$ cat src/rtl/nzcv_flag_unit_pkg.sv
// Shared definitions for the NZCV flag producer: flag bit positions, FSM encoding, reset default.
package nzcv_flag_unit_pkg;

    localparam int unsigned FLAG_N = 3;
    localparam int unsigned FLAG_Z = 2;
    localparam int unsigned FLAG_C = 1;
    localparam int unsigned FLAG_V = 0;

    localparam int unsigned NZCV_W = 4;

    localparam logic [NZCV_W-1:0] RESET_NZCV_DEFAULT = 4'b0000;

    typedef enum logic {
        EMPTY = 1'b0,
        FULL  = 1'b1
    } stage_state_t;

endpackage

$ cat src/rtl/nzcv_flag_unit_calc.sv
// Combinational N/Z/C/V generation from an ALU/shifter result.
module nzcv_calc
    import nzcv_flag_unit_pkg::*;
#(
    parameter int unsigned DATA_W = 32
) (
    input  logic [DATA_W-1:0] result,
    input  logic              alu_c,
    input  logic              alu_v,
    input  logic              shf_c,
    input  logic              logical,
    input  logic              old_v,
    output logic [3:0]        nzcv_c
);

    always_comb begin
        nzcv_c         = '0;
        nzcv_c[FLAG_N] = result[DATA_W-1];
        nzcv_c[FLAG_Z] = (result == '0);
        nzcv_c[FLAG_C] = logical ? shf_c : alu_c;
        // logical ops leave overflow untouched
        nzcv_c[FLAG_V] = logical ? old_v : alu_v;
    end

endmodule

$ cat src/rtl/nzcv_flag_unit.sv
// NZCV producer: one-entry staging of S-bit results, MSR writes, exception save/restore.
// Optional: define NZCV_BYPASS_EN to forward the staged flags and allow back-to-back updates.
module nzcv_flag_unit
    import nzcv_flag_unit_pkg::*;
#(
    parameter int unsigned DATA_W     = 32,
    parameter logic [3:0]  RESET_NZCV = RESET_NZCV_DEFAULT
) (
    input  logic              clk,
    input  logic              rst_n,
    input  logic              upd_valid,
    output logic              upd_ready,
    input  logic [DATA_W-1:0] upd_result,
    input  logic              upd_alu_c,
    input  logic              upd_alu_v,
    input  logic              upd_shf_c,
    input  logic              upd_logical,
    input  logic              upd_s,
    input  logic              upd_cond_pass,
    input  logic              msr_valid,
    output logic              msr_ready,
    input  logic [3:0]        msr_nzcv,
    input  logic              commit_en,
    input  logic              flush,
    input  logic              exc_entry,
    input  logic              exc_return,
    output logic [3:0]        nzcv,
    output logic [3:0]        nzcv_fwd,
    output logic [3:0]        saved_nzcv,
    output logic              pending
);

    stage_state_t state_q, state_d;
    logic [3:0]   stage_q, stage_d;
    logic [3:0]   nzcv_q, nzcv_d;
    logic [3:0]   saved_q, saved_d;
    logic [3:0]   newest_c;
    logic [3:0]   calc_c;
    logic         commit_c;
    logic         upd_acc_c;
    logic         msr_acc_c;
    logic         stage_load_c;

    assign newest_c = (state_q == FULL) ? stage_q : nzcv_q;

    nzcv_calc #(
        .DATA_W (DATA_W)
    ) u_calc (
        .result  (upd_result),
        .alu_c   (upd_alu_c),
        .alu_v   (upd_alu_v),
        .shf_c   (upd_shf_c),
        .logical (upd_logical),
        .old_v   (newest_c[FLAG_V]),
        .nzcv_c  (calc_c)
    );

    // State and flag registers
    always_ff @(posedge clk) begin
        if (!rst_n) begin
            state_q <= EMPTY;
            stage_q <= RESET_NZCV;
            nzcv_q  <= RESET_NZCV;
            saved_q <= RESET_NZCV;
        end else begin
            state_q <= state_d;
            stage_q <= stage_d;
            nzcv_q  <= nzcv_d;
            saved_q <= saved_d;
        end
    end

    // Next-state and next-flag logic
    always_comb begin
        state_d      = state_q;
        stage_d      = stage_q;
        nzcv_d       = nzcv_q;
        saved_d      = saved_q;
        upd_acc_c    = upd_valid && upd_ready;
        msr_acc_c    = msr_valid && msr_ready;
        commit_c     = (state_q == FULL) && commit_en && !flush && !exc_return;
        stage_load_c = upd_acc_c && upd_s && upd_cond_pass && !flush;

        if (flush || exc_return) begin
            state_d = EMPTY;
        end else if (stage_load_c) begin
            state_d = FULL;
            stage_d = calc_c;
        end else if (commit_c) begin
            state_d = EMPTY;
        end

        // restore beats MSR, MSR beats a same-cycle commit
        if (exc_return) begin
            nzcv_d = saved_q;
        end else if (msr_acc_c) begin
            nzcv_d = msr_nzcv;
        end else if (commit_c) begin
            nzcv_d = stage_q;
        end

        if (exc_entry && !exc_return) begin
            saved_d = commit_c ? stage_q : nzcv_q;
        end
    end

    // Handshake and flag outputs
    always_comb begin
        upd_ready = 1'b0;
        msr_ready = 1'b0;
        pending   = (state_q == FULL);
        nzcv_fwd  = nzcv_q;
        if (rst_n) begin
            msr_ready = ((state_q == EMPTY) || commit_en) && !exc_entry && !exc_return;
            upd_ready = msr_ready && !msr_valid;
        end
`ifdef NZCV_BYPASS_EN
        if (state_q == FULL) begin
            nzcv_fwd = stage_q;
        end
`else
        upd_ready = upd_ready && (state_q == EMPTY);
`endif
    end

    assign nzcv       = nzcv_q;
    assign saved_nzcv = saved_q;

endmodule

$ cat config.mk
export PLATFORM = sky130hd
export DESIGN_NAME = nzcv_flag_unit
export DESIGN_NICKNAME = d
export VERILOG_FILES = /design/src/rtl/nzcv_flag_unit_pkg.sv /design/src/rtl/nzcv_flag_unit_calc.sv /design/src/rtl/nzcv_flag_unit.sv
export SDC_FILE = /design/constraint.sdc
export NUM_CORES = 1
export LEC_CHECK = 0
export BUFFER_PORTS_ARGS = -buffer_cell sky130_fd_sc_hd__buf_2
export CORE_MARGIN = 8
export CORE_UTILIZATION = 40
export CTS_CLUSTER_DIAMETER = 150
export DETAILED_ROUTE_END_ITERATION = 16
export PLACE_DENSITY = 0.88
export REMOVE_ABC_BUFFERS = 1
export SETUP_SLACK_MARGIN = 0.1
export SYNTH_ARGS = -nofsm -noshare
export SYNTH_HDL_FRONTEND = slang
export SYNTH_SLANG_ARGS = --single-unit
$ cat constraint.sdc
create_clock -name clk -period 4.1 [get_ports clk]
set_clock_uncertainty 0.15 [all_clocks]
set_input_delay 0.82 -clock clk [delete_from_list [all_inputs] [get_ports clk]]
set_output_delay 0.82 -clock clk [all_outputs]
set_load 0.005 [all_outputs]
After elaboration in Yosys (flattened, before gate mapping)
Index checks and enable logic that the tools add are counted.
{"block": "word_totals", "elab_cells": 43, "inputBits": 50, "reg_bits": 13}
{"block": "classes", "eq_ne": 1, "reduce_logical": 24, "mux": 10, "bitwise_logic": 3}
{"op": "32-bit zero test", "n": 1}
{"op": "1-bit logical AND", "n": 13}
{"op": "4-bit two-way mux", "n": 3}
{"op": "1-bit two-way mux", "n": 7}
{"op": "1-bit zero test", "n": 4}
{"op": "1-bit inverter", "n": 3}
{"op": "3-bit AND reduction", "n": 1}
{"op": "1-bit logical OR", "n": 2}
{"op": "2-bit inequality test, second input constant", "n": 1}
{"op": "2-bit AND reduction", "n": 1}
{"op": "2-bit nonzero test", "n": 1}
{"op": "2-bit OR reduction", "n": 1}

Depth between registers and ports, before layout
Gate-level depths: netlist of the first run.
{"block": "depth", "ltp_word": 12, "depth_mapped": 5, "ltp_nobuf": 4}

Hierarchy
A second synthesis of the first run with hierarchy kept.
{"block": "unflattened", "cells_unflattened": 87, "hier_area_um2": 758.2}
{"module": "nzcv_flag_unit", "cells_each": 73, "seq_area_each_um2": 260.2, "n_inst": 1, "area_per_inst_um2": 655.6}
{"module": "nzcv_calc", "cells_each": 14, "seq_area_each_um2": 0.0, "n_inst": 1, "area_per_inst_um2": 102.6}

Worst setup path after synthesis of the first run
Ideal clock, no wire load.
{"block": "synth_path", "kind": "input -> output", "start": "input exc_return", "end": "output upd_ready", "n_path_buf": 1, "required_ns": 3.130, "path_slack_ns": 1.707, "path_stages": 3, "t_arrival_ns": 1.423, "cell_sequence": "nand2b_1 > clkbuf_1 > nor4_1"}
{"block": "synth_via", "elab_chain_cells": 5}
{"element": "from (decl)", "line": "nzcv_flag_unit.sv:26", "text": "input logic exc_return,"}
{"element": "1-bit zero test", "line": "nzcv_flag_unit.sv:114", "text": "msr_ready = ((state_q == EMPTY) || commit_en) && !exc_entry && !exc_return;"}
{"element": "1-bit logical AND", "line": "nzcv_flag_unit.sv:114"}
{"element": "1-bit logical AND", "line": "nzcv_flag_unit.sv:115", "text": "upd_ready = msr_ready && !msr_valid;"}
{"element": "1-bit two-way mux", "line": "nzcv_flag_unit.sv:113", "text": "if (rst_n) begin"}
{"element": "1-bit logical AND", "line": "nzcv_flag_unit.sv:122", "text": "upd_ready = upd_ready && (state_q == EMPTY);"}
{"element": "to (decl)", "line": "nzcv_flag_unit.sv:12", "text": "output logic upd_ready,"}
Every way passes these cells.

Worst setup path in the final report of the first run
{"block": "layout_path", "start": "input rst_n", "end": "output upd_ready"}
{"block": "layout_via", "elab_chain_cells": 2}
{"element": "from (decl)", "line": "nzcv_flag_unit.sv:10", "text": "input logic rst_n,"}
{"element": "1-bit two-way mux", "line": "nzcv_flag_unit.sv:113"}
{"element": "1-bit logical AND", "line": "nzcv_flag_unit.sv:122"}
Every way passes these cells.

==> impl_results.html, run 1 <==
<table>
<tr><th>Metric</th><th>Value</th></tr>
<tr><th colspan="2">Floorplan</th></tr>
<tr><td>Die width</td><td>59.5 µm</td></tr>
<tr><td>Initial cell density of the core</td><td>about 43%</td></tr>
<tr><td>Ports placed on the boundary</td><td>65</td></tr>
<tr><td>Die height</td><td>approximately 60 µm</td></tr>
<tr><td>Num rows</td><td>15</td></tr>
<tr><td>Total core area</td><td>roughly 1700 µm²</td></tr>
<tr><td>Overall die area</td><td>3540 µm²</td></tr>
<tr><th colspan="2">Detailed routing</th></tr>
<tr><td>Initial DRC count</td><td>20</td></tr>
<tr><td>Number of vias per cell after detailed routing</td><td>~5.3</td></tr>
<tr><td>Number of remaining DRC errors</td><td>0</td></tr>
<tr><td>Drt pass-1 iters</td><td>4</td></tr>
<tr><td>Total number of vias</td><td>868</td></tr>
<tr><td>Final antenna-violating net count</td><td>0</td></tr>
<tr><td>Routed wirelength normalized by instance count</td><td>15.2 µm</td></tr>
<tr><td>Total Routed Length</td><td>2490 µm</td></tr>
<tr><th colspan="2">Status</th></tr>
<tr><td>Outcome</td><td>complete, no violations</td></tr>
<tr><th colspan="2">Clock network</th></tr>
<tr><td>Maximum root-to-sink buffer count</td><td>2</td></tr>
<tr><td>Post CTS Setup Buffer Count</td><td>0</td></tr>
<tr><td>TritonCTS clock tree</td><td>built</td></tr>
<tr><td>CTS H-Tree Depth</td><td>1</td></tr>
<tr><td>Total of cells resized after clock tree synthesis</td><td>0</td></tr>
<tr><td>Clk_lat worst skew</td><td>0.27 ns</td></tr>
<tr><td>CTS Hold Bufs</td><td>0</td></tr>
<tr><td>Root Driver</td><td>sky130_fd_sc_hd__clkbuf_4</td></tr>
<tr><td>Clock-pin slew reported for the worst setup and hold paths after clock tree synthesis</td><td>about 0.08 ns</td></tr>
<tr><td>Num Clock Sinks</td><td>13</td></tr>
<tr><td>Number of buffers created by CTS</td><td>3</td></tr>
<tr><th colspan="2">Critical path</th></tr>
<tr><td>End of the worst register-to-register path</td><td>saved_nzcv[0]</td></tr>
<tr><td>Critical path buffer and inverter count</td><td>2</td></tr>
<tr><td>R2r startpoint</td><td>pending</td></tr>
<tr><td>Worst-case reg-to-reg path depth</td><td>4</td></tr>
<tr><td>FF-to-FF setup slack</td><td>about 2.0 ns</td></tr>
<tr><td>Slowest stage cell on the critical path</td><td>sky130_fd_sc_hd__nor4_1</td></tr>
<tr><td>Cell-by-cell listing of the critical path</td><td>buf_2 &gt; nand2b_1 &gt; nor4_1 &gt; buf_2</td></tr>
<tr><td>WP data required</td><td>3.13 ns</td></tr>
<tr><td>Setup crit end kind</td><td>output port</td></tr>
<tr><td>Worst path most repeated cell</td><td>sky130_fd_sc_hd__buf_2</td></tr>
<tr><td>Top fanout value on the critical path</td><td>15</td></tr>
<tr><td>Element type at the critical path start</td><td>primary input</td></tr>
<tr><td>Highest cell delay on the worst timing path</td><td>0.30 ns</td></tr>
<tr><td>Signal arrival time at the worst endpoint</td><td>~1.8 ns</td></tr>
<tr><td>Delay-heaviest family, CP</td><td>simple AND/OR/NAND/NOR gates</td></tr>
<tr><td>Critical setup path kind</td><td>primary input to output port</td></tr>
<tr><th colspan="2">Finish</th></tr>
<tr><td>Total number of nets in the final design</td><td>190</td></tr>
<tr><td>Utilization of the core after routing</td><td>62.0%</td></tr>
<tr><td>Area of the multi-input gates</td><td>between 400 and 500 µm²</td></tr>
<tr><td>Reg area</td><td>between 200 and 300 µm²</td></tr>
<tr><td>Diode count</td><td>0</td></tr>
<tr><td>Ratio of cells with drive above 1 in the final layout</td><td>just over 50%</td></tr>
<tr><td>Area growth syn-to-layout</td><td>43.0%</td></tr>
<tr><td>Filler cell count in the final layout</td><td>about 160</td></tr>
<tr><th colspan="2">Synthesis</th></tr>
<tr><td>Flop and latch count out of synthesis</td><td>13</td></tr>
<tr><td>Share of synthesized area occupied by flip-flops and latches</td><td>34.4%</td></tr>
<tr><td>Library cell with the largest summed area after synthesis</td><td>sky130_fd_sc_hd__dfxtp_1</td></tr>
<tr><td>Synth area leaders</td><td>sky130_fd_sc_hd__dfxtp_1 34%, sky130_fd_sc_hd__mux2i_1 9.3%, sky130_fd_sc_hd__o211a_1 5.3%</td></tr>
<tr><td>Count of unique library cells instantiated by Yosys</td><td>25</td></tr>
<tr><td>Summed instance area of the synthesized netlist</td><td>about 760 µm²</td></tr>
<tr><td>Average instance area after synthesis</td><td>9.46 µm²</td></tr>
<tr><td>Syn Inst Count</td><td>80</td></tr>
<tr><td>Total of warnings raised by yosys</td><td>0</td></tr>
<tr><td>Share of the synthesized area in the top cell type</td><td>34.4%</td></tr>
<tr><th colspan="2">Placement</th></tr>
<tr><td>Placer Congestion</td><td>approximately 0.84</td></tr>
<tr><td>Number of input and output port buffers inserted</td><td>64</td></tr>
<tr><td>HPWL after detailed placement</td><td>between 2000 and 2500 µm</td></tr>
<tr><th colspan="2">Min path</th></tr>
<tr><td>Start point of the worst min-delay path</td><td>stage_q[2]</td></tr>
<tr><td>Number of cells on the worst hold path</td><td>2</td></tr>
<tr><td>Hold path endpoint</td><td>stage_q[2]</td></tr>
<tr><td>Min-Delay Path Class</td><td>register to register</td></tr>
<tr><th colspan="2">STA</th></tr>
<tr><td>Setup Viol. Count Final</td><td>0</td></tr>
<tr><td>Count of pins over their slew limit</td><td>0</td></tr>
<tr><td>RSZ-0062 raised after global routing</td><td>no</td></tr>
<tr><td>Actual transition at the worst max-transition pin</td><td>approximately 1.1 ns</td></tr>
<tr><td>Rel. slew slack</td><td>between 20 and 30%</td></tr>
<tr><td>Final period demand of the worst path</td><td>~2.7 ns</td></tr>
<tr><td>Final Hold Fails</td><td>0</td></tr>
<tr><td>Achievable Freq</td><td>between 300 and 400 MHz</td></tr>
<tr><td>Final critical-path share of the clock period</td><td>66.7%</td></tr>
<tr><td>Final TNS setup</td><td>0 ns</td></tr>
<tr><th colspan="2">GRT</th></tr>
<tr><td>Global-route wire length before repair</td><td>3940 µm</td></tr>
<tr><td>Number of antenna violations at the first check in global routing</td><td>0</td></tr>
<tr><td>Total track usage</td><td>roughly 14%</td></tr>
<tr><td>Global route overflow</td><td>0</td></tr>
<tr><td>Maximum number of pins on one net before global-route repair</td><td>16</td></tr>
<tr><td>Vias in the first global route</td><td>just under 900</td></tr>
<tr><th colspan="2">Power</th></tr>
<tr><td>Static leakage power</td><td>~0.57 nW</td></tr>
<tr><td>Maximum vdd ir drop</td><td>~0.14 mV</td></tr>
<tr><td>Pwr per Cell Area</td><td>between 200 and 250 nW/µm²</td></tr>
<tr><th colspan="2">Flow run</th></tr>
<tr><td>Max-cap violation count</td><td>0</td></tr>
</table>
==> per-layer routing <==
metal | wire length [µm] | global-route usage [%]
met1 | 830 | 13.1
met2 | 1400 | 27.9
met3 | 156 | 2.60
met4 | 108 | 9.18
met5 | 0 | 0
==> registers in the layout (all words and copies together) (netlist names) <==
| register | cells |
|---|---|
| stage_q | 4 |
| saved_nzcv | 4 |
| nzcv | 4 |
| pending | 1 |
==> placed cells by master, fill, tap and decap left out, drive strengths merged, types with 2 or more instances in the layout <==
| master | instances |
|---|---|
| a31oi | 4 |
| and3 | 4 |
| buf | 64 |
| clkbuf | 4 |
| dfxtp | 13 |
| mux2 | 2 |
| mux2i | 7 |
| nand2 | 4 |
| nand3 | 2 |
| nor2b | 6 |
| nor3 | 3 |
| nor4 | 6 |
| nor4b | 2 |
| o211a | 4 |
| o31ai | 5 |
| or4 | 2 |
==> cells in the mapped netlist <==
| library cell | n |
|---|---|
| sky130_fd_sc_hd__a21oi_1 | 1 |
| sky130_fd_sc_hd__nor4bb_1 | 1 |
| sky130_fd_sc_hd__buf_4 | 5 |
| sky130_fd_sc_hd__clkbuf_1 | 4 |
| sky130_fd_sc_hd__and4b_1 | 1 |
| sky130_fd_sc_hd__mux2i_1 | 7 |
| sky130_fd_sc_hd__nand4b_1 | 1 |
| sky130_fd_sc_hd__nor2b_1 | 6 |
| sky130_fd_sc_hd__o31ai_2 | 1 |
| sky130_fd_sc_hd__nand2_1 | 4 |
| sky130_fd_sc_hd__nor4_1 | 6 |
| sky130_fd_sc_hd__nor4b_4 | 1 |
| sky130_fd_sc_hd__nand3_1 | 2 |
| sky130_fd_sc_hd__dfxtp_1 | 13 |
| sky130_fd_sc_hd__nor2_1 | 1 |
| sky130_fd_sc_hd__nor3_1 | 3 |
| sky130_fd_sc_hd__nand2b_1 | 1 |
| sky130_fd_sc_hd__nor4b_2 | 1 |
| sky130_fd_sc_hd__a31oi_1 | 4 |
| sky130_fd_sc_hd__or4_1 | 2 |
| sky130_fd_sc_hd__o211a_1 | 4 |
| sky130_fd_sc_hd__nand4_1 | 1 |
| sky130_fd_sc_hd__and3_1 | 4 |
| sky130_fd_sc_hd__mux2_2 | 2 |
| sky130_fd_sc_hd__o31ai_1 | 4 |
==> logic make-up (layout without fill, tap and decap cells) <==
kind of cell,Yosys count,after routing,share of synthesized area [%]
AND/OR/NAND/NOR,35,35,31.6
AO/OA/AOI/OAI,14,14,14.9
flip-flops,13,13,34.4
multiplexers,9,9,12.2
buffers and inverters,9,68,6.94
==> cell type report <==
type                       count  share of cell area [%]
clock buffer                   4                    2.43
multi-input combinational     58                    41.0
tap                           25                    2.89
sequential                    13                    24.0
timing repair buffer          64                    29.6
==> through the flow <==
step | total power, mW | cells | instance area [µm²] | hold WS [ns] | worst slack (ns)
5_1_grt | 0.278 | 164 | 1080 | 0.390 | 1.21
3_5_place_dp | 0.187 | 160 | 1060 | 0.323 | 1.36
3_3_place_gp | 0.184 | 160 | 1060 | 0.332 | 1.43
4_1_cts | 0.264 | 164 | 1080 | 0.336 | 1.37
2_1_floorplan | 0.151 | 71 | 704 | 0.310 | 1.75
6_report | 0.262 | 164 | 1080 | 0.333 | 1.37
==> worst register-to-register path, cell delays in order, from the launching register on <==
cell and delay [ns]:
sky130_fd_sc_hd__dfxtp_1 0.38, sky130_fd_sc_hd__nor4bb_1 0.87, sky130_fd_sc_hd__mux2i_1 0.36, sky130_fd_sc_hd__nand2_1 0.09, sky130_fd_sc_hd__o211a_1 0.15
==> power by group <==
part	internal (mW)	total, mW	switching, mW
sequential	0.130	0.133	0.00256
clock	0.0376	0.0786	0.0409
combinational	0.0292	0.0510	0.0218
total	0.197	0.262	0.0653
==> how the worst max path moves through the flow <==
stage,from,endpoint,slack (ns),depth (start not counted)
after detailed placement,exc_return,saved_nzcv[0],1.36,5
after CTS,rst_n,upd_ready,1.37,4
after floorplan,exc_return,upd_ready,1.75,2
final,rst_n,upd_ready,1.37,4
after global routing,rst_n,upd_ready,1.21,4
after global placement,rst_n,upd_ready,1.43,4
No activity file was read; power rests on OpenSTA's default activity.
==> run 2: changes to the inputs <==
--- a/config.mk
+++ b/config.mk
@@ -7,10 +7,10 @@
 export LEC_CHECK = 0
 export BUFFER_PORTS_ARGS = -buffer_cell sky130_fd_sc_hd__buf_2
 export CORE_MARGIN = 8
-export CORE_UTILIZATION = 40
+export CORE_UTILIZATION = 37
 export CTS_CLUSTER_DIAMETER = 150
 export DETAILED_ROUTE_END_ITERATION = 16
-export PLACE_DENSITY = 0.88
+export PLACE_DENSITY = 0.82
 export REMOVE_ABC_BUFFERS = 1
 export SETUP_SLACK_MARGIN = 0.1
 export SYNTH_ARGS = -nofsm -noshare
==> constraint.sdc (replaced) <==
create_clock -name clk -period 2.8 [get_ports clk]
set_clock_uncertainty 0.15 [all_clocks]
set_input_delay 0.56 -clock clk [delete_from_list [all_inputs] [get_ports clk]]
set_output_delay 0.56 -clock clk [all_outputs]
set_load 0.005 [all_outputs]
==> impl_results.html, run 2 (synthesis results as in run 1) <==
<table>
<tr><th>Metric</th><th>Value</th></tr>
<tr><th colspan="2">Status</th></tr>
<tr><td>Outcome</td><td>complete, no violations (unchanged)</td></tr>
<tr><th colspan="2">GRT</th></tr>
<tr><td>Global route overflow</td><td>0 (unchanged)</td></tr>
<tr><td>Vias in the first global route</td><td>851 (was 882)</td></tr>
<tr><td>Global-route wire length before repair</td><td>3920 µm (was 3940 µm)</td></tr>
<tr><td>Total track usage</td><td>14.0% (was 14.4%)</td></tr>
<tr><td>Maximum number of pins on one net before global-route repair</td><td>16 (unchanged)</td></tr>
<tr><td>Number of antenna violations at the first check in global routing</td><td>0 (unchanged)</td></tr>
<tr><th colspan="2">Floorplan</th></tr>
<tr><td>Initial cell density of the core</td><td>39.0% (was 43.4%)</td></tr>
<tr><td>Num rows</td><td>16 (was 15)</td></tr>
<tr><td>Total core area</td><td>1940 µm² (was 1750 µm²)</td></tr>
<tr><td>Overall die area</td><td>3750 µm² (was 3540 µm²)</td></tr>
<tr><td>Die height</td><td>61.2 µm (was 59.5 µm)</td></tr>
<tr><td>Die width</td><td>61.2 µm (was 59.5 µm)</td></tr>
<tr><td>Ports placed on the boundary</td><td>65 (unchanged)</td></tr>
<tr><th colspan="2">STA</th></tr>
<tr><td>Final worst slack</td><td>0.623 ns (was 1.37 ns)</td></tr>
<tr><td>Setup Viol. Count Final</td><td>0 (unchanged)</td></tr>
<tr><td>Worst hold slack</td><td>0.323 ns (was 0.333 ns)</td></tr>
<tr><td>Actual transition at the worst max-transition pin</td><td>0.473 ns (was 1.08 ns)</td></tr>
<tr><td>Rel. slew slack</td><td>68.4% (was 27.1%)</td></tr>
<tr><td>Final TNS setup</td><td>0 ns (unchanged)</td></tr>
<tr><td>RSZ-0062 raised after global routing</td><td>no (unchanged)</td></tr>
<tr><td>Final Hold Fails</td><td>0 (unchanged)</td></tr>
<tr><td>Final critical-path share of the clock period</td><td>slightly below 80%</td></tr>
<tr><td>Final period demand of the worst path</td><td>2.18 ns</td></tr>
<tr><td>Count of pins over their slew limit</td><td>0 (unchanged)</td></tr>
<tr><td>Achievable Freq</td><td>459 MHz</td></tr>
<tr><th colspan="2">Clock network</th></tr>
<tr><td>Num Clock Sinks</td><td>13 (unchanged)</td></tr>
<tr><td>CTS Hold Bufs</td><td>0 (unchanged)</td></tr>
<tr><td>Clock-pin slew reported for the worst setup and hold paths after clock tree synthesis</td><td>0.08 ns (about the same)</td></tr>
<tr><td>Maximum root-to-sink buffer count</td><td>2 (unchanged)</td></tr>
<tr><td>Post CTS Setup Buffer Count</td><td>0 (unchanged)</td></tr>
<tr><td>TritonCTS clock tree</td><td>built (unchanged)</td></tr>
<tr><td>Clk_lat worst skew</td><td>0.29 ns (was 0.27 ns)</td></tr>
<tr><td>Total of cells resized after clock tree synthesis</td><td>0 (unchanged)</td></tr>
<tr><td>Root Driver</td><td>sky130_fd_sc_hd__clkbuf_4 (unchanged)</td></tr>
<tr><td>Number of buffers created by CTS</td><td>3 (unchanged)</td></tr>
<tr><td>CTS H-Tree Depth</td><td>1 (unchanged)</td></tr>
<tr><th colspan="2">Power</th></tr>
<tr><td>Total Power</td><td>0.392 mW (was 0.262 mW)</td></tr>
<tr><td>Pwr per Cell Area</td><td>359 nW/µm² (was 242 nW/µm²)</td></tr>
<tr><td>Maximum vdd ir drop</td><td>0.230 mV (was 0.138 mV)</td></tr>
<tr><td>Static leakage power</td><td>0.578 nW (was 0.572 nW)</td></tr>
<tr><th colspan="2">Finish</th></tr>
<tr><td>Area growth syn-to-layout</td><td>44.3% (was 43.0%)</td></tr>
<tr><td>Ratio of cells with drive above 1 in the final layout</td><td>52.1% (was 51.8%)</td></tr>
<tr><td>Commonest non-fill, non-tap cell in the layout</td><td>sky130_fd_sc_hd__buf_2 (unchanged)</td></tr>
<tr><td>Final Non-Filler Cells</td><td>167 (was 164)</td></tr>
<tr><td>Total number of nets in the final design</td><td>191 (was 190)</td></tr>
<tr><td>Most used cells in the layout excluding fill and tap cells</td><td>64 x sky130_fd_sc_hd__buf_2, 13 x sky130_fd_sc_hd__dfxtp_1, 7 x sky130_fd_sc_hd__mux2i_1, 6 x sky130_fd_sc_hd__nor4_1, 6 x sky130_fd_sc_hd__nor2b_1 (unchanged)</td></tr>
<tr><td>Diode count</td><td>0 (unchanged)</td></tr>
<tr><th colspan="2">Flow run</th></tr>
<tr><td>Max-cap violation count</td><td>0 (unchanged)</td></tr>
<tr><th colspan="2">Detailed routing</th></tr>
<tr><td>Total Routed Length</td><td>2510 µm (was 2490 µm)</td></tr>
<tr><td>Final antenna-violating net count</td><td>0 (unchanged)</td></tr>
<tr><td>Number of remaining DRC errors</td><td>0 (unchanged)</td></tr>
<tr><td>Routed wirelength normalized by instance count</td><td>15.0 µm (was 15.2 µm)</td></tr>
<tr><td>Number of vias per cell after detailed routing</td><td>5.12 (was 5.29)</td></tr>
<tr><td>Initial DRC count</td><td>31 (was 20)</td></tr>
<tr><td>Drt pass-1 iters</td><td>4 (unchanged)</td></tr>
<tr><td>Total number of vias</td><td>855 (was 868)</td></tr>
<tr><th colspan="2">Min path</th></tr>
<tr><td>Number of cells on the worst hold path</td><td>2 (unchanged)</td></tr>
<tr><td>Min-Delay Path Class</td><td>primary input to register (was register to register)</td></tr>
<tr><td>Hold path endpoint</td><td>pending (was stage_q[2])</td></tr>
<tr><td>Start point of the worst min-delay path</td><td>flush (was stage_q[2])</td></tr>
<tr><th colspan="2">Critical path</th></tr>
<tr><td>Critical setup path kind</td><td>primary input to output port (unchanged)</td></tr>
<tr><td>Top fanout value on the critical path</td><td>15 (unchanged)</td></tr>
<tr><td>R2r startpoint</td><td>pending (unchanged)</td></tr>
<tr><td>Element type at the critical path start</td><td>primary input (unchanged)</td></tr>
<tr><td>WP data required</td><td>2.09 ns (was 3.13 ns)</td></tr>
<tr><td>Setup crit end kind</td><td>output port (unchanged)</td></tr>
<tr><td>FF-to-FF setup slack</td><td>1.17 ns (was 2.00 ns)</td></tr>
<tr><td>Worst-case reg-to-reg path depth</td><td>5 (was 4)</td></tr>
<tr><td>End of the worst register-to-register path</td><td>saved_nzcv[0] (unchanged)</td></tr>
<tr><td>Signal arrival time at the worst endpoint</td><td>1.47 ns (was 1.76 ns)</td></tr>
<tr><th colspan="2">Placement</th></tr>
<tr><td>Placement-stage worst setup slack</td><td>0.631 ns (was 1.36 ns)</td></tr>
<tr><td>Placer Congestion</td><td>0.828 (was 0.838)</td></tr>
<tr><td>Number of input and output port buffers inserted</td><td>64 (unchanged)</td></tr>
<tr><td>HPWL after detailed placement</td><td>2160 µm (was 2180 µm)</td></tr>
<tr><td>Placed cell count</td><td>163 (was 160)</td></tr>
</table>
[run 2: cell types whose count changed in the layout (fill, tap and decap cells not counted)]
cell,change
sky130_fd_sc_hd__buf_4,+1
[run 2: area by class of cell]
type,instances,area [µm²]
flip-flops and latches,13,260
well taps,27,33.8
multi-input cells,58,444
fillers,194,850
repair buffers,65,328
clock buffers,4,26.3
[run 2: per-stage QoR]
| step | area (µm²) | util [%] |
|---|---|---|
| 3_5_place_dp | 1070 | 54.9 |
| 4_1_cts | 1090 | 56.3 |
| 6_report | 1090 | 56.3 |
| 2_1_floorplan | 704 | - |
| 5_1_grt | 1090 | 56.3 |
| 3_3_place_gp | 1070 | 54.9 |
[run 2: routing by layer]
layer  vias up  routed length (µm)  track usage [%]
li1        426                   -                -
met1       402                 883             14.1
met2        20                1400             25.7
met3         7                 168             3.97
met4         0                  59             6.98
met5         -                   0                0
[run 2: how the worst max path moves through the flow]
stage,startpoint,cells past startpoint,slack (ns),endpoint
floorplan,commit_en,4,0.79,saved_nzcv[0]
global placement,rst_n,4,0.65,upd_ready
detailed placement,rst_n,4,0.63,upd_ready
CTS,rst_n,4,0.63,upd_ready
global route,rst_n,4,0.46,upd_ready
finish,rst_n,4,0.62,upd_ready
[run 2: power by group]
group	switching [mW]	internal (mW)
Clock	0.0685	0.0556
Sequential	0.00378	0.190
Combinational	0.0310	0.0427
[run 2: critical path: stages]
cell and delay, ns:
sky130_fd_sc_hd__buf_2 0.21, sky130_fd_sc_hd__nand2b_1 0.23, sky130_fd_sc_hd__nor4_1 0.29, sky130_fd_sc_hd__buf_2 0.18
==> run 3: changes to the inputs <==
--- a/config.mk
+++ b/config.mk
@@ -5,12 +5,13 @@
 export SDC_FILE = /design/constraint.sdc
 export NUM_CORES = 1
 export LEC_CHECK = 0
+export ABC_AREA = 1
 export BUFFER_PORTS_ARGS = -buffer_cell sky130_fd_sc_hd__buf_2
 export CORE_MARGIN = 8
-export CORE_UTILIZATION = 37
+export CORE_UTILIZATION = 35
 export CTS_CLUSTER_DIAMETER = 150
 export DETAILED_ROUTE_END_ITERATION = 16
-export PLACE_DENSITY = 0.82
+export PLACE_DENSITY = 0.79
 export REMOVE_ABC_BUFFERS = 1
 export SETUP_SLACK_MARGIN = 0.1
 export SYNTH_ARGS = -nofsm -noshare
==> constraint.sdc (replaced) <==
create_clock -name clk -period 2 [get_ports clk]
set_clock_uncertainty 0.15 [all_clocks]
set_input_delay 0.4 -clock clk [delete_from_list [all_inputs] [get_ports clk]]
set_output_delay 0.4 -clock clk [all_outputs]
set_load 0.005 [all_outputs]
==> impl_results.html, run 3 <==
<table>
<tr><th>Metric</th><th>Value</th></tr>
<tr><th colspan="2">Status</th></tr>
<tr><td>Outcome</td><td>complete, no violations (unchanged)</td></tr>
<tr><th colspan="2">Placement</th></tr>
<tr><td>HPWL after detailed placement</td><td>2130 µm (was 2160 µm)</td></tr>
<tr><td>Number of input and output port buffers inserted</td><td>64 (unchanged)</td></tr>
<tr><td>Placement-stage worst setup slack</td><td>0.376 ns (was 0.631 ns)</td></tr>
<tr><td>Placer Congestion</td><td>0.832 (was 0.828)</td></tr>
<tr><td>DP Area</td><td>1160 µm² (was 1070 µm²)</td></tr>
<tr><th colspan="2">Synthesis</th></tr>
<tr><td>Top FF cell, synth</td><td>sky130_fd_sc_hd__dfxtp_1 (unchanged)</td></tr>
<tr><td>Average instance area after synthesis</td><td>5.92 µm² (was 9.46 µm²)</td></tr>
<tr><td>Top-count cell post-synth</td><td>sky130_fd_sc_hd__nand2_1 (was sky130_fd_sc_hd__dfxtp_1)</td></tr>
<tr><td>Compound-gate portion of the synthesized area</td><td>10.2% (was 14.9%)</td></tr>
<tr><td>Simple logic cell fraction of the synthesized area</td><td>44.8% (was 31.6%)</td></tr>
<tr><td>FFs w/ async S/R, synth</td><td>0% (unchanged)</td></tr>
<tr><td>Flop and latch count out of synthesis</td><td>13 (unchanged)</td></tr>
<tr><td>Post-synth top cells</td><td>40 x sky130_fd_sc_hd__nand2_1, 39 x sky130_fd_sc_hd__nor2_1, 13 x sky130_fd_sc_hd__dfxtp_1, 13 x sky130_fd_sc_hd__inv_1, 9 x sky130_fd_sc_hd__o21ai_1 (was 13 x sky130_fd_sc_hd__dfxtp_1, 7 x sky130_fd_sc_hd__mux2i_1, 6 x sky130_fd_sc_hd__nor2b_1, 6 x sky130_fd_sc_hd__nor4_1, 5 x sky130_fd_sc_hd__buf_4)</td></tr>
<tr><td>Number of flops mapped to enable cells by yosys</td><td>0 (unchanged)</td></tr>
<tr><td>Synth Area in Adders</td><td>0% (unchanged)</td></tr>
<tr><td>Summed instance area of the synthesized netlist</td><td>835 µm² (was 757 µm²)</td></tr>
<tr><td>Syn Inst Count</td><td>141 (was 80)</td></tr>
<tr><td>Share of the synthesized area in the top cell type</td><td>31.2% (was 34.4%)</td></tr>
<tr><td>Total of warnings raised by yosys</td><td>0 (unchanged)</td></tr>
<tr><td>Library cell with the largest summed area after synthesis</td><td>sky130_fd_sc_hd__dfxtp_1 (unchanged)</td></tr>
<tr><td>Multiplexer fraction of the synthesized cell area</td><td>1.35% (was 12.2%)</td></tr>
<tr><td>Post-synthesis share of cell area spent on xor and xnor gates</td><td>0% (unchanged)</td></tr>
<tr><td>Synth area leaders</td><td>sky130_fd_sc_hd__dfxtp_1 31%, sky130_fd_sc_hd__nand2_1 18%, sky130_fd_sc_hd__nor2_1 18% (was sky130_fd_sc_hd__dfxtp_1 34%, sky130_fd_sc_hd__mux2i_1 9.3%, sky130_fd_sc_hd__o211a_1 5.3%)</td></tr>
<tr><td>Largest family of logic cells by synthesized area</td><td>simple AND/OR/NAND/NOR gates (unchanged)</td></tr>
<tr><td>Share of synthesized area occupied by flip-flops and latches</td><td>31.2% (was 34.4%)</td></tr>
<tr><td>Count of unique library cells instantiated by Yosys</td><td>17 (was 25)</td></tr>
<tr><th colspan="2">Power</th></tr>
<tr><td>Gate power share</td><td>21.9% (was 18.8%)</td></tr>
<tr><td>Maximum vdd ir drop</td><td>0.442 mV (was 0.230 mV)</td></tr>
<tr><td>Portion of total power attributed to sequential cells</td><td>49.1% (was 49.5%)</td></tr>
<tr><td>Static leakage power</td><td>0.667 nW (was 0.578 nW)</td></tr>
<tr><td>NetSw</td><td>0.143 mW (was 0.103 mW)</td></tr>
<tr><td>Portion of total power attributed to the clock network</td><td>29.0% (was 31.7%)</td></tr>
<tr><td>Pwr per Cell Area</td><td>464 nW/µm² (was 359 nW/µm²)</td></tr>
<tr><td>Sw Ratio</td><td>26.1% (was 26.3%)</td></tr>
<tr><td>Total Power</td><td>0.549 mW (was 0.392 mW)</td></tr>
<tr><td>Total internal power</td><td>0.406 mW (was 0.289 mW)</td></tr>
<tr><th colspan="2">Finish</th></tr>
<tr><td>Commonest non-fill, non-tap cell in the layout</td><td>sky130_fd_sc_hd__buf_2 (unchanged)</td></tr>
<tr><td>Ratio of cells with drive above 1 in the final layout</td><td>38.7% (was 52.1%)</td></tr>
<tr><td>Post-route cell area</td><td>1180 µm² (was 1090 µm²)</td></tr>
<tr><td>Area growth syn-to-layout</td><td>41.7% (was 44.3%)</td></tr>
<tr><td>Total number of nets in the final design</td><td>255 (was 191)</td></tr>
<tr><td>Most used cells in the layout excluding fill and tap cells</td><td>64 x sky130_fd_sc_hd__buf_2, 40 x sky130_fd_sc_hd__nand2_1, 39 x sky130_fd_sc_hd__nor2_1, 13 x sky130_fd_sc_hd__inv_1, 13 x sky130_fd_sc_hd__dfxtp_1 (was 64 x sky130_fd_sc_hd__buf_2, 13 x sky130_fd_sc_hd__dfxtp_1, 7 x sky130_fd_sc_hd__mux2i_1, 6 x sky130_fd_sc_hd__nor4_1, 6 x sky130_fd_sc_hd__nor2b_1)</td></tr>
<tr><td>Diode count</td><td>0 (unchanged)</td></tr>
<tr><th colspan="2">Critical path</th></tr>
<tr><td>Critical setup path kind</td><td>register to output port (was primary input to output port)</td></tr>
<tr><td>Worst-case reg-to-reg path depth</td><td>8 (was 5)</td></tr>
<tr><td>Top fanout value on the critical path</td><td>3 (was 15)</td></tr>
<tr><td>End of the worst register-to-register path</td><td>nzcv[2] (was saved_nzcv[0])</td></tr>
<tr><td>End of the critical path</td><td>msr_ready (was upd_ready)</td></tr>
<tr><td>R2r startpoint</td><td>pending (unchanged)</td></tr>
<tr><td>Signal arrival time at the worst endpoint</td><td>1.19 ns (was 1.47 ns)</td></tr>
<tr><td>Setup crit end kind</td><td>output port (unchanged)</td></tr>
<tr><td>WP data required</td><td>1.45 ns (was 2.09 ns)</td></tr>
<tr><td>Element type at the critical path start</td><td>register (was primary input)</td></tr>
<tr><td>FF-to-FF setup slack</td><td>0.69 ns (was 1.17 ns)</td></tr>
<tr><td>Worst setup path startpoint</td><td>pending (was rst_n)</td></tr>
<tr><th colspan="2">STA</th></tr>
<tr><td>Setup Viol. Count Final</td><td>0 (unchanged)</td></tr>
<tr><td>Final TNS setup</td><td>0 ns (unchanged)</td></tr>
<tr><td>Final period demand of the worst path</td><td>~1.7 ns</td></tr>
<tr><td>Rel. slew slack</td><td>82.4% (was 68.4%)</td></tr>
<tr><td>Actual transition at the worst max-transition pin</td><td>0.264 ns (was 0.473 ns)</td></tr>
<tr><td>Final worst slack</td><td>0.258 ns (was 0.623 ns)</td></tr>
<tr><td>RSZ-0062 raised after global routing</td><td>no (unchanged)</td></tr>
<tr><td>Count of pins over their slew limit</td><td>0 (unchanged)</td></tr>
<tr><td>Achievable Freq</td><td>about 570 MHz</td></tr>
<tr><td>Final Hold Fails</td><td>0 (unchanged)</td></tr>
<tr><td>Final critical-path share of the clock period</td><td>a little under 90%</td></tr>
<tr><th colspan="2">Detailed routing</th></tr>
<tr><td>Routed wirelength normalized by instance count</td><td>10.4 µm (was 15.0 µm)</td></tr>
<tr><td>Number of vias per cell after detailed routing</td><td>4.38 (was 5.12)</td></tr>
<tr><td>Number of remaining DRC errors</td><td>0 (unchanged)</td></tr>
<tr><td>Initial DRC count</td><td>22 (was 31)</td></tr>
<tr><td>Total number of vias</td><td>1016 (was 855)</td></tr>
<tr><td>Total Routed Length</td><td>2420 µm (was 2510 µm)</td></tr>
<tr><td>Final antenna-violating net count</td><td>0 (unchanged)</td></tr>
<tr><td>Drt pass-1 iters</td><td>4 (unchanged)</td></tr>
<tr><th colspan="2">Floorplan</th></tr>
<tr><td>Die width</td><td>64.8 µm (was 61.2 µm)</td></tr>
<tr><td>Ports placed on the boundary</td><td>65 (unchanged)</td></tr>
<tr><td>Initial cell density of the core</td><td>37.4% (was 39.0%)</td></tr>
<tr><td>Total core area</td><td>2230 µm² (was 1940 µm²)</td></tr>
<tr><td>Die height</td><td>64.8 µm (was 61.2 µm)</td></tr>
<tr><td>Overall die area</td><td>4200 µm² (was 3750 µm²)</td></tr>
<tr><td>Num rows</td><td>17 (was 16)</td></tr>
<tr><th colspan="2">Clock network</th></tr>
<tr><td>CTS Hold Bufs</td><td>0 (unchanged)</td></tr>
<tr><td>Num Clock Sinks</td><td>13 (unchanged)</td></tr>
<tr><td>Total of cells resized after clock tree synthesis</td><td>0 (unchanged)</td></tr>
<tr><td>Clock-pin slew reported for the worst setup and hold paths after clock tree synthesis</td><td>0.07 ns (was 0.08 ns)</td></tr>
<tr><td>Maximum root-to-sink buffer count</td><td>2 (unchanged)</td></tr>
<tr><td>Root Driver</td><td>sky130_fd_sc_hd__clkbuf_4 (unchanged)</td></tr>
<tr><td>Post CTS Setup Buffer Count</td><td>0 (unchanged)</td></tr>
<tr><td>CTS H-Tree Depth</td><td>1 (unchanged)</td></tr>
<tr><td>TritonCTS clock tree</td><td>built (unchanged)</td></tr>
<tr><td>Clk_lat worst skew</td><td>0.27 ns (was 0.29 ns)</td></tr>
<tr><td>Number of buffers created by CTS</td><td>3 (unchanged)</td></tr>
<tr><th colspan="2">GRT</th></tr>
<tr><td>Global-route wire length before repair</td><td>4130 µm (was 3920 µm)</td></tr>
<tr><td>Maximum number of pins on one net before global-route repair</td><td>13 (was 16)</td></tr>
<tr><td>Global route overflow</td><td>0 (unchanged)</td></tr>
<tr><td>Number of antenna violations at the first check in global routing</td><td>0 (unchanged)</td></tr>
<tr><td>Total track usage</td><td>12.0% (was 14.0%)</td></tr>
<tr><td>Vias in the first global route</td><td>998 (was 851)</td></tr>
<tr><th colspan="2">Flow run</th></tr>
<tr><td>Max-cap violation count</td><td>0 (unchanged)</td></tr>
<tr><th colspan="2">Min path</th></tr>
<tr><td>Min-Delay Path Class</td><td>primary input to register (unchanged)</td></tr>
</table>
-- run 3: cell count changes in the layout (fill, tap and decap cells not counted), moves of 4 or more --
cell and delta:
sky130_fd_sc_hd__o21ai_1 +9, sky130_fd_sc_hd__and3_1 -4, sky130_fd_sc_hd__nor4_1 -6, sky130_fd_sc_hd__nor2b_1 -6
sky130_fd_sc_hd__o21ai_0 +5, sky130_fd_sc_hd__o211a_1 -4, sky130_fd_sc_hd__nor2_1 +38, sky130_fd_sc_hd__nand2_1 +36
sky130_fd_sc_hd__inv_1 +13, sky130_fd_sc_hd__a31oi_1 -4, sky130_fd_sc_hd__mux2i_1 -7, sky130_fd_sc_hd__o31ai_1 -4
-- run 3: area by class of cell --
cell class                      instances  area, µm²
Fill cell                             256       1050
Sequential cell                        13        260
Clock buffer                            4       26.3
Inverter                               16       62.6
Timing Repair Buffer                   65        328
Multi-Input combinational cell        106        470
Tap cell                               28       35.0
-- run 3: how the worst min path moves through the flow --
stage / from / end / slack, ns / depth (start not counted)
finish: upd_result[31] / stage_q[3] / 0.22 / 3
floorplan: stage_q[1] / stage_q[1] / 0.29 / 2
global placement: stage_q[2] / stage_q[2] / 0.31 / 2
global route: upd_result[31] / stage_q[3] / 0.23 / 3
detailed placement: stage_q[2] / stage_q[2] / 0.31 / 2
CTS: upd_result[31] / stage_q[3] / 0.21 / 3
-- run 3: kinds of logic after synthesis --
| kind of cell | after synthesis |
|---|---|
| AND/OR/NAND/NOR | 88 |
| buffers and inverters | 22 |
| AO/OA/AOI/OAI | 17 |
| flip-flops | 13 |
| multiplexers | 1 |
-- run 3: through the flow --
stage / utilization, % / hold slack [ns] / instances
2_1_floorplan: - / 0.287 / 135
3_3_place_gp: 51.8 / 0.307 / 228
3_5_place_dp: 51.8 / 0.306 / 228
4_1_cts: 52.9 / 0.214 / 232
5_1_grt: 52.9 / 0.227 / 232
6_report: 52.9 / 0.219 / 232
-- run 3: power groups by stage --
stage	Clock (mW)	Sequential, mW	Combinational [mW]
3_5_place_dp	0	0.276	0.121
2_1_floorplan	0	0.277	0.0473
5_1_grt	0.183	0.270	0.138
6_report	0.159	0.269	0.120
3_3_place_gp	0	0.276	0.120
4_1_cts	0.172	0.270	0.122
-- run 3: worst max-delay path, cell delays in order, from the launching register on --
cell,delay [ns]
sky130_fd_sc_hd__dfxtp_1,0.36
sky130_fd_sc_hd__inv_1,0.07
sky130_fd_sc_hd__or2_1,0.23
sky130_fd_sc_hd__nand2_2,0.11
sky130_fd_sc_hd__inv_1,0.04
sky130_fd_sc_hd__buf_2,0.12
-- run 3: metal layers --
metal	wire length (µm)	up-vias	global-route usage (%)	part of all wire (%)
met5	0	-	0	0
met4	9	0	3.27	0.37
met3	164	2	4.64	6.8
met2	1280	30	21.5	53
met1	960	434	12.8	40
li1	-	550	-	-
